[config.mk]
export PLATFORM = sky130hd
export DESIGN_NAME = jtag_tap_responder
export DESIGN_NICKNAME = d
export VERILOG_FILES = /design/src/rtl/tap_defs_pkg.sv /design/src/rtl/tap_fsm.sv /design/src/rtl/jtag_tap_responder.sv
export SDC_FILE = /design/constraint.sdc
export NUM_CORES = 1
export LEC_CHECK = 0
export ABC_AREA = 0
export CAP_MARGIN = 40
export CORE_ASPECT_RATIO = 1.5
export CORE_MARGIN = 4
export CORE_UTILIZATION = 50
export CTS_BUF_LIST = sky130_fd_sc_hd__clkbuf_4 sky130_fd_sc_hd__clkbuf_8 sky130_fd_sc_hd__clkbuf_16
export CTS_CLUSTER_SIZE = 16
export DETAILED_ROUTE_END_ITERATION = 10
export PLACE_DENSITY = 0.76
export SYNTH_ARGS = -nofsm -noshare
export SYNTH_HDL_FRONTEND = slang
export SYNTH_HIERARCHICAL = 1
export SYNTH_SLANG_ARGS = --single-unit
[constraint.sdc]
create_clock -name TCK -period 2.2 [get_ports TCK]
set_input_delay 0.66 -clock TCK [delete_from_list [all_inputs] [get_ports TCK]]
set_output_delay 0.66 -clock TCK [all_outputs]
set_load 0.05 [all_outputs]
[src/rtl/tap_defs_pkg.sv]
// Shared TAP definitions: state encoding, opcodes, IR capture pattern.
package tap_defs_pkg;

  // IEEE 1149.1 recommended 4-bit state encoding
  typedef enum logic [3:0] {
    EXIT2_DR         = 4'h0,
    EXIT1_DR         = 4'h1,
    SHIFT_DR         = 4'h2,
    PAUSE_DR         = 4'h3,
    SELECT_IR        = 4'h4,
    UPDATE_DR        = 4'h5,
    CAPTURE_DR       = 4'h6,
    SELECT_DR        = 4'h7,
    EXIT2_IR         = 4'h8,
    EXIT1_IR         = 4'h9,
    SHIFT_IR         = 4'hA,
    PAUSE_IR         = 4'hB,
    RUN_TEST_IDLE    = 4'hC,
    UPDATE_IR        = 4'hD,
    CAPTURE_IR       = 4'hE,
    TEST_LOGIC_RESET = 4'hF
  } tap_state_t;

  localparam logic [2:0] OP_EXTEST  = 3'b000;
  localparam logic [2:0] OP_IDCODE  = 3'b001;
  localparam logic [2:0] OP_SAMPLE  = 3'b010;
  localparam logic [2:0] OP_INTEST  = 3'b011;
  localparam logic [2:0] OP_BYPASS  = 3'b111;

  // Low bits loaded in Capture-IR; upper bits are zero-filled
  localparam logic [1:0] IR_CAPTURE = 2'b01;

endpackage

[src/rtl/tap_fsm.sv]
// 16-state TAP controller: state register plus decoded per-state strobes.
module tap_fsm
  import tap_defs_pkg::*;
(
  input  logic tck,
  input  logic trst_n,
  input  logic tms,
  output logic capture_dr,
  output logic shift_dr,
  output logic update_dr,
  output logic capture_ir,
  output logic shift_ir,
  output logic update_ir,
  output logic reset_active
);

  tap_state_t state, state_nxt;

  // State register, async return to Test-Logic-Reset
  always_ff @(posedge tck or negedge trst_n) begin
    if (!trst_n) state <= TEST_LOGIC_RESET;
    else         state <= state_nxt;
  end

  // Next-state on TMS and one-hot strobes for the current state
  always_comb begin
    state_nxt    = state;
    capture_dr   = 1'b0;
    shift_dr     = 1'b0;
    update_dr    = 1'b0;
    capture_ir   = 1'b0;
    shift_ir     = 1'b0;
    update_ir    = 1'b0;
    reset_active = 1'b0;
    case (state)
      TEST_LOGIC_RESET: begin
        reset_active = 1'b1;
        state_nxt = tms ? TEST_LOGIC_RESET : RUN_TEST_IDLE;
      end
      RUN_TEST_IDLE: state_nxt = tms ? SELECT_DR : RUN_TEST_IDLE;
      SELECT_DR:     state_nxt = tms ? SELECT_IR : CAPTURE_DR;
      CAPTURE_DR: begin
        capture_dr = 1'b1;
        state_nxt = tms ? EXIT1_DR : SHIFT_DR;
      end
      SHIFT_DR: begin
        shift_dr = 1'b1;
        state_nxt = tms ? EXIT1_DR : SHIFT_DR;
      end
      EXIT1_DR:      state_nxt = tms ? UPDATE_DR : PAUSE_DR;
      PAUSE_DR:      state_nxt = tms ? EXIT2_DR : PAUSE_DR;
      EXIT2_DR:      state_nxt = tms ? UPDATE_DR : SHIFT_DR;
      UPDATE_DR: begin
        update_dr = 1'b1;
        state_nxt = tms ? SELECT_DR : RUN_TEST_IDLE;
      end
      SELECT_IR:     state_nxt = tms ? TEST_LOGIC_RESET : CAPTURE_IR;
      CAPTURE_IR: begin
        capture_ir = 1'b1;
        state_nxt = tms ? EXIT1_IR : SHIFT_IR;
      end
      SHIFT_IR: begin
        shift_ir = 1'b1;
        state_nxt = tms ? EXIT1_IR : SHIFT_IR;
      end
      EXIT1_IR:      state_nxt = tms ? UPDATE_IR : PAUSE_IR;
      PAUSE_IR:      state_nxt = tms ? EXIT2_IR : PAUSE_IR;
      EXIT2_IR:      state_nxt = tms ? UPDATE_IR : SHIFT_IR;
      UPDATE_IR: begin
        update_ir = 1'b1;
        state_nxt = tms ? SELECT_DR : RUN_TEST_IDLE;
      end
      default:       state_nxt = TEST_LOGIC_RESET;
    endcase
  end

endmodule

[src/rtl/jtag_tap_responder.sv]
// Device-side JTAG TAP: IR, bypass, boundary-scan register, TDO driver.
// Optional IDCODE register enabled by defining TAP_IDCODE_EN.
module jtag_tap_responder
  import tap_defs_pkg::*;
#(
  parameter int          BSC_Reg_size = 14,
  parameter int          IR_size      = 3,
  parameter logic [31:0] IDCODE_VAL   = 32'h1
) (
  input  logic                    TCK,
  input  logic                    TRST_N,
  input  logic                    TMS,
  input  logic                    TDI,
  output logic                    TDO,
  output logic                    enableTDO,
  input  logic [BSC_Reg_size-1:0] bsr_pin_in,
  output logic [BSC_Reg_size-1:0] bsr_pin_out,
  output logic                    test_mode
);

`ifdef TAP_IDCODE_EN
  localparam logic [IR_size-1:0] IR_RST = IR_size'(OP_IDCODE);
`else
  localparam logic [IR_size-1:0] IR_RST = IR_size'(OP_BYPASS);
`endif

  logic capture_dr, shift_dr, update_dr;
  logic capture_ir, shift_ir, update_ir, reset_active;

  logic [IR_size-1:0]      ir, ir_shift;
  logic [BSC_Reg_size-1:0] bsr_shift;
  logic                    bypass_reg;
  logic                    sel_bsr;
  logic                    dr_lsb;

  tap_fsm u_fsm (
    .tck          (TCK),
    .trst_n       (TRST_N),
    .tms          (TMS),
    .capture_dr   (capture_dr),
    .shift_dr     (shift_dr),
    .update_dr    (update_dr),
    .capture_ir   (capture_ir),
    .shift_ir     (shift_ir),
    .update_ir    (update_ir),
    .reset_active (reset_active)
  );

  function automatic logic is_bsr_op(input logic [IR_size-1:0] op);
    return (op == IR_size'(OP_EXTEST)) || (op == IR_size'(OP_SAMPLE)) ||
           (op == IR_size'(OP_INTEST));
  endfunction

  function automatic logic is_test_op(input logic [IR_size-1:0] op);
    return (op == IR_size'(OP_EXTEST)) || (op == IR_size'(OP_INTEST));
  endfunction

  assign sel_bsr = is_bsr_op(ir);

`ifdef TAP_IDCODE_EN
  logic [31:0] idcode_shift;
`else
  // Parameter kept for interface compatibility with the IDCODE build
  logic unused_idcode;
  assign unused_idcode = ^IDCODE_VAL;
`endif

  // LSB of whichever data register the current instruction selects
  always_comb begin
    dr_lsb = bypass_reg;
    if (sel_bsr) dr_lsb = bsr_shift[0];
`ifdef TAP_IDCODE_EN
    else if (ir == IR_size'(OP_IDCODE)) dr_lsb = idcode_shift[0];
`endif
  end

  // Capture/shift stages, all clocked on rising TCK
  always_ff @(posedge TCK or negedge TRST_N) begin
    if (!TRST_N) begin
      ir_shift   <= '0;
      bsr_shift  <= '0;
      bypass_reg <= 1'b0;
`ifdef TAP_IDCODE_EN
      idcode_shift <= '0;
`endif
    end else begin
      if (capture_ir)    ir_shift <= IR_size'(IR_CAPTURE);
      else if (shift_ir) ir_shift <= {TDI, ir_shift[IR_size-1:1]};

      if (capture_dr) begin
        bsr_shift  <= bsr_pin_in;
        bypass_reg <= 1'b0;
`ifdef TAP_IDCODE_EN
        idcode_shift <= IDCODE_VAL;
`endif
      end else if (shift_dr) begin
        // Unselected bypass/IDCODE shifting is invisible; only BSR is gated
        if (sel_bsr) bsr_shift <= {TDI, bsr_shift[BSC_Reg_size-1:1]};
        bypass_reg <= TDI;
`ifdef TAP_IDCODE_EN
        idcode_shift <= {TDI, idcode_shift[31:1]};
`endif
      end
    end
  end

  // Update stages and TDO driver, all clocked on falling TCK
  always_ff @(negedge TCK or negedge TRST_N) begin
    if (!TRST_N) begin
      ir          <= IR_RST;
      test_mode   <= 1'b0;
      bsr_pin_out <= '0;
      TDO         <= 1'b0;
      enableTDO   <= 1'b0;
    end else begin
      enableTDO <= shift_dr | shift_ir;
      TDO       <= shift_ir ? ir_shift[0] : (shift_dr ? dr_lsb : 1'b0);
      if (reset_active) begin
        ir        <= IR_RST;
        test_mode <= 1'b0;
      end else if (update_ir) begin
        ir        <= ir_shift;
        test_mode <= is_test_op(ir_shift);
      end
      if (update_dr && sel_bsr) bsr_pin_out <= bsr_shift;
    end
  end

endmodule

==> impl_metrics.json <==
{
  "ys_async_sr_fraction_pct": 100.0,
  "p_leak_nw": 1.558,
  "reg_top3": "bsr_pin_out (14), bsr_shift (14), u_fsm/state (4)",
  "grt_max_degree": 31,
  "final_core_utilization_pct": 81.47,
  "grt_overflow_total": 0,
  "synth_top_flop_cell": "dfrtp_1",
  "synth_cell_types": 37,
  "holdBufCountCts": 0,
  "clock_sinks": 42,
  "drv_slew": 0,
  "rows": 28,
  "hold_class": "input port to async pin",
  "clock_skew_ns": 0.06991,
  "worstPathBufferInverterCount": 1,
  "crit_family": "flip-flops",
  "yosysSeqAreaShare_pct": 52.16,
  "path_clk_slew_ns": 0.08,
  "yosysTopAreaCell": "dfrtp_1",
  "avgSynthCellArea_um2": 11.48,
  "synth_nets": 195,
  "place_ws_ns": -0.5348,
  "cts_buffer_depth": 2,
  "rsz0062_at_grt": "true",
  "vias": 1749,
  "wirelength_mm": 6.109,
  "num_antenna_cells": 0,
  "r2r_slack_ns": -0.48,
  "setup_ws_ns": -0.5193,
  "die_x_um": 60.05,
  "vias_per_cell": 5.811,
  "port_buffers": 34,
  "path_cells": "buf_12",
  "drv_cap": 0,
  "cts-root-buf": "clkbuf_8",
  "drt_iter0_markers": 52,
  "slew_headroom_pct": 79.82,
  "cts_tree": "built",
  "wl_per_cell_um": 20.30,
  "post-dp-hpwl_mm": 3.556,
  "grt_pass1_vias": 1839,
  "area_growth_pct": 57.33,
  "setup_viol": 51,
  "nNetsFinal": 273,
  "slowest_stage": "dfrtn_1",
  "htree_levels": 2,
  "grt_use_total_pct": 24.54,
  "start_kind": "flip-flop",
  "p_per_area_mw_per_mm2": 1594,
  "ios": 35,
  "core-area_mm2": 0.003924,
  "fillers": 230,
  "synth_edf_count": 0,
  "synth.top_cell.area_share_pct": 22.17,
  "fin_hold_ws_ns": 0.2956,
  "finalNonFillerCells": 301,
  "drive_gt1_share_pct": 46.09,
  "crit_type": "flip-flop to output pin",
  "finalHoldViolCount": 0,
  "required_ns": 1.54,
  "antenna_found_initial": 0,
  "insertion_delay_ns": 0.36,
  "placed_area_mm2": 0.002751,
  "gp_congestion": 0.9143,
  "violations": "negative setup slack",
  "worstMarginPinSlew_ns": 0.3027,
  "dr.pass1.iters": 4,
  "ys_warn_count": 6,
  "max_stage_delay_ns": 0.49,
  "vdd_drop_max_uv": 1150,
  "fp.dieArea_mm2": 0.005169,
  "status": "finished with violations",
  "remaining_drc_errors": 0,
  "design_area_mm2": 0.003197,
  "syn_inst": 177,
  "start_util_pct": 51.79,
  "synthTopCellsByArea": "dfrtp_1 22%, dfrtn_1 21%, dfstp_2 9.1%, mux2_4 7.4%, a211o_1 6.0%",
  "syn_area_mm2": 0.002032,
  "die_h_um": 86.08,
  "crit_arrival_ns": 2.06,
  "crit_path_end_kind": "output pin",
  "ys_ff_latch": 42,
  "dp_cells": 267,
  "cts_buffers": 5,
  "crit_path_max_fanout": 2,
  "grt_pass1_wl_mm": 9.335,
  "route.antenna.remaining_nets": 0
}
==> power breakdown <==
group	internal, W	total (W)	switching [W]
clock	0.000255	0.000542	0.000287
sequential	0.00118	0.00152	0.000335
combinational	0.00159	0.00304	0.00145
total	0.00302	0.00509	0.00207
==> worst paths after layout <==
check / from / end / cells after the start
setup reg to reg: u_fsm/state[2]$_DFF_PN1_ / bsr_pin_out[9]$_DFFE_NN0P_ / 4
max in group asynchronous: TRST_N / bsr_pin_out[6]$_DFFE_NN0P_ / 2
setup / recovery: bsr_pin_out[8]$_DFFE_NN0P_ / bsr_pin_out[8] / 1
hold reg to reg: bsr_pin_out[13]$_DFFE_NN0P_ / bsr_pin_out[13]$_DFFE_NN0P_ / 1
min in group TCK: bsr_pin_out[13]$_DFFE_NN0P_ / bsr_pin_out[13]$_DFFE_NN0P_ / 1
hold / removal: TRST_N / bsr_shift[13]$_DFFE_PN0P_ / 2
==> metal layers <==
metal	track usage [%]	wire length (µm)
met1	26.24	2170
met2	44.49	3387
met3	5.422	374
met4	10.28	176
met5	0	0
==> Yosys cell counts (3+ instances only) <==
master / number
buf_4: 3
nor2b_1: 9
nand2_1: 5
nor3_1: 15
dfstp_2: 7
dfrtn_1: 17
a211o_1: 14
mux2i_1: 3
inv_1: 6
dfrtp_1: 18
a221o_1: 4
mux2_2: 5
mux2_4: 10
nand2b_1: 13
nor2_1: 9
a21oi_1: 13
==> layout by cell type (no fill, tap or decap), types with 8 or more instances in the layout <==
cell             instances
a21oi_1                 12
buf_6                   13
clkdlybuf4s50_1         16
a211o_1                 14
buf_12                  19
buf_4                   25
inv_1                    8
nand2b_1                12
dfrtn_1                 17
dfrtp_1                 18
mux2_4                  10
==> logic make-up (layout without fill, tap and decap cells) <==
| family | after synthesis | after routing | share of synthesized area, % |
|---|---|---|---|
| AO/OA/AOI/OAI | 39 | 39 | 13.98 |
| multiplexers | 18 | 18 | 11.64 |
| buffers and inverters | 15 | 90 | 3.818 |
| AND/OR/NAND/NOR | 62 | 66 | 17.98 |
| flip-flops | 42 | 42 | 52.16 |
| XOR/XNOR | 1 | 1 | 0.4311 |
==> timing repair <==
item                       in CTS  in global routing
cloned                          5                  0
setup buffers                  15                  7
setup endpoints to repair      51                 51
pin swaps                       4                  9
gates resized for setup        27                 17
==> per-stage QoR <==
| step | TNS [ns] | power [W] |
|---|---|---|
| after detailed placement | -15.16 | 0.003976 |
| final | -19.04 | 0.005094 |
| after global placement | -13.95 | 0.003853 |
| after CTS | -18.60 | 0.004885 |
| after floorplan | -14.36 | 0.002861 |
| after global routing | -20.46 | 0.005328 |
==> cell type report <==
cell class                 instances  area [µm²]  area share (%)
clock buffer                       7       83.83           2.622
clock inverter                     4       16.27          0.5088
inverter                           5       18.77          0.5871
multi-input combinational        124        1082           33.86
sequential                        42        1060           33.15
tap                               45       56.30           1.761
timing repair buffer              74       879.6           27.51
Power figures use the tool's default switching activity.
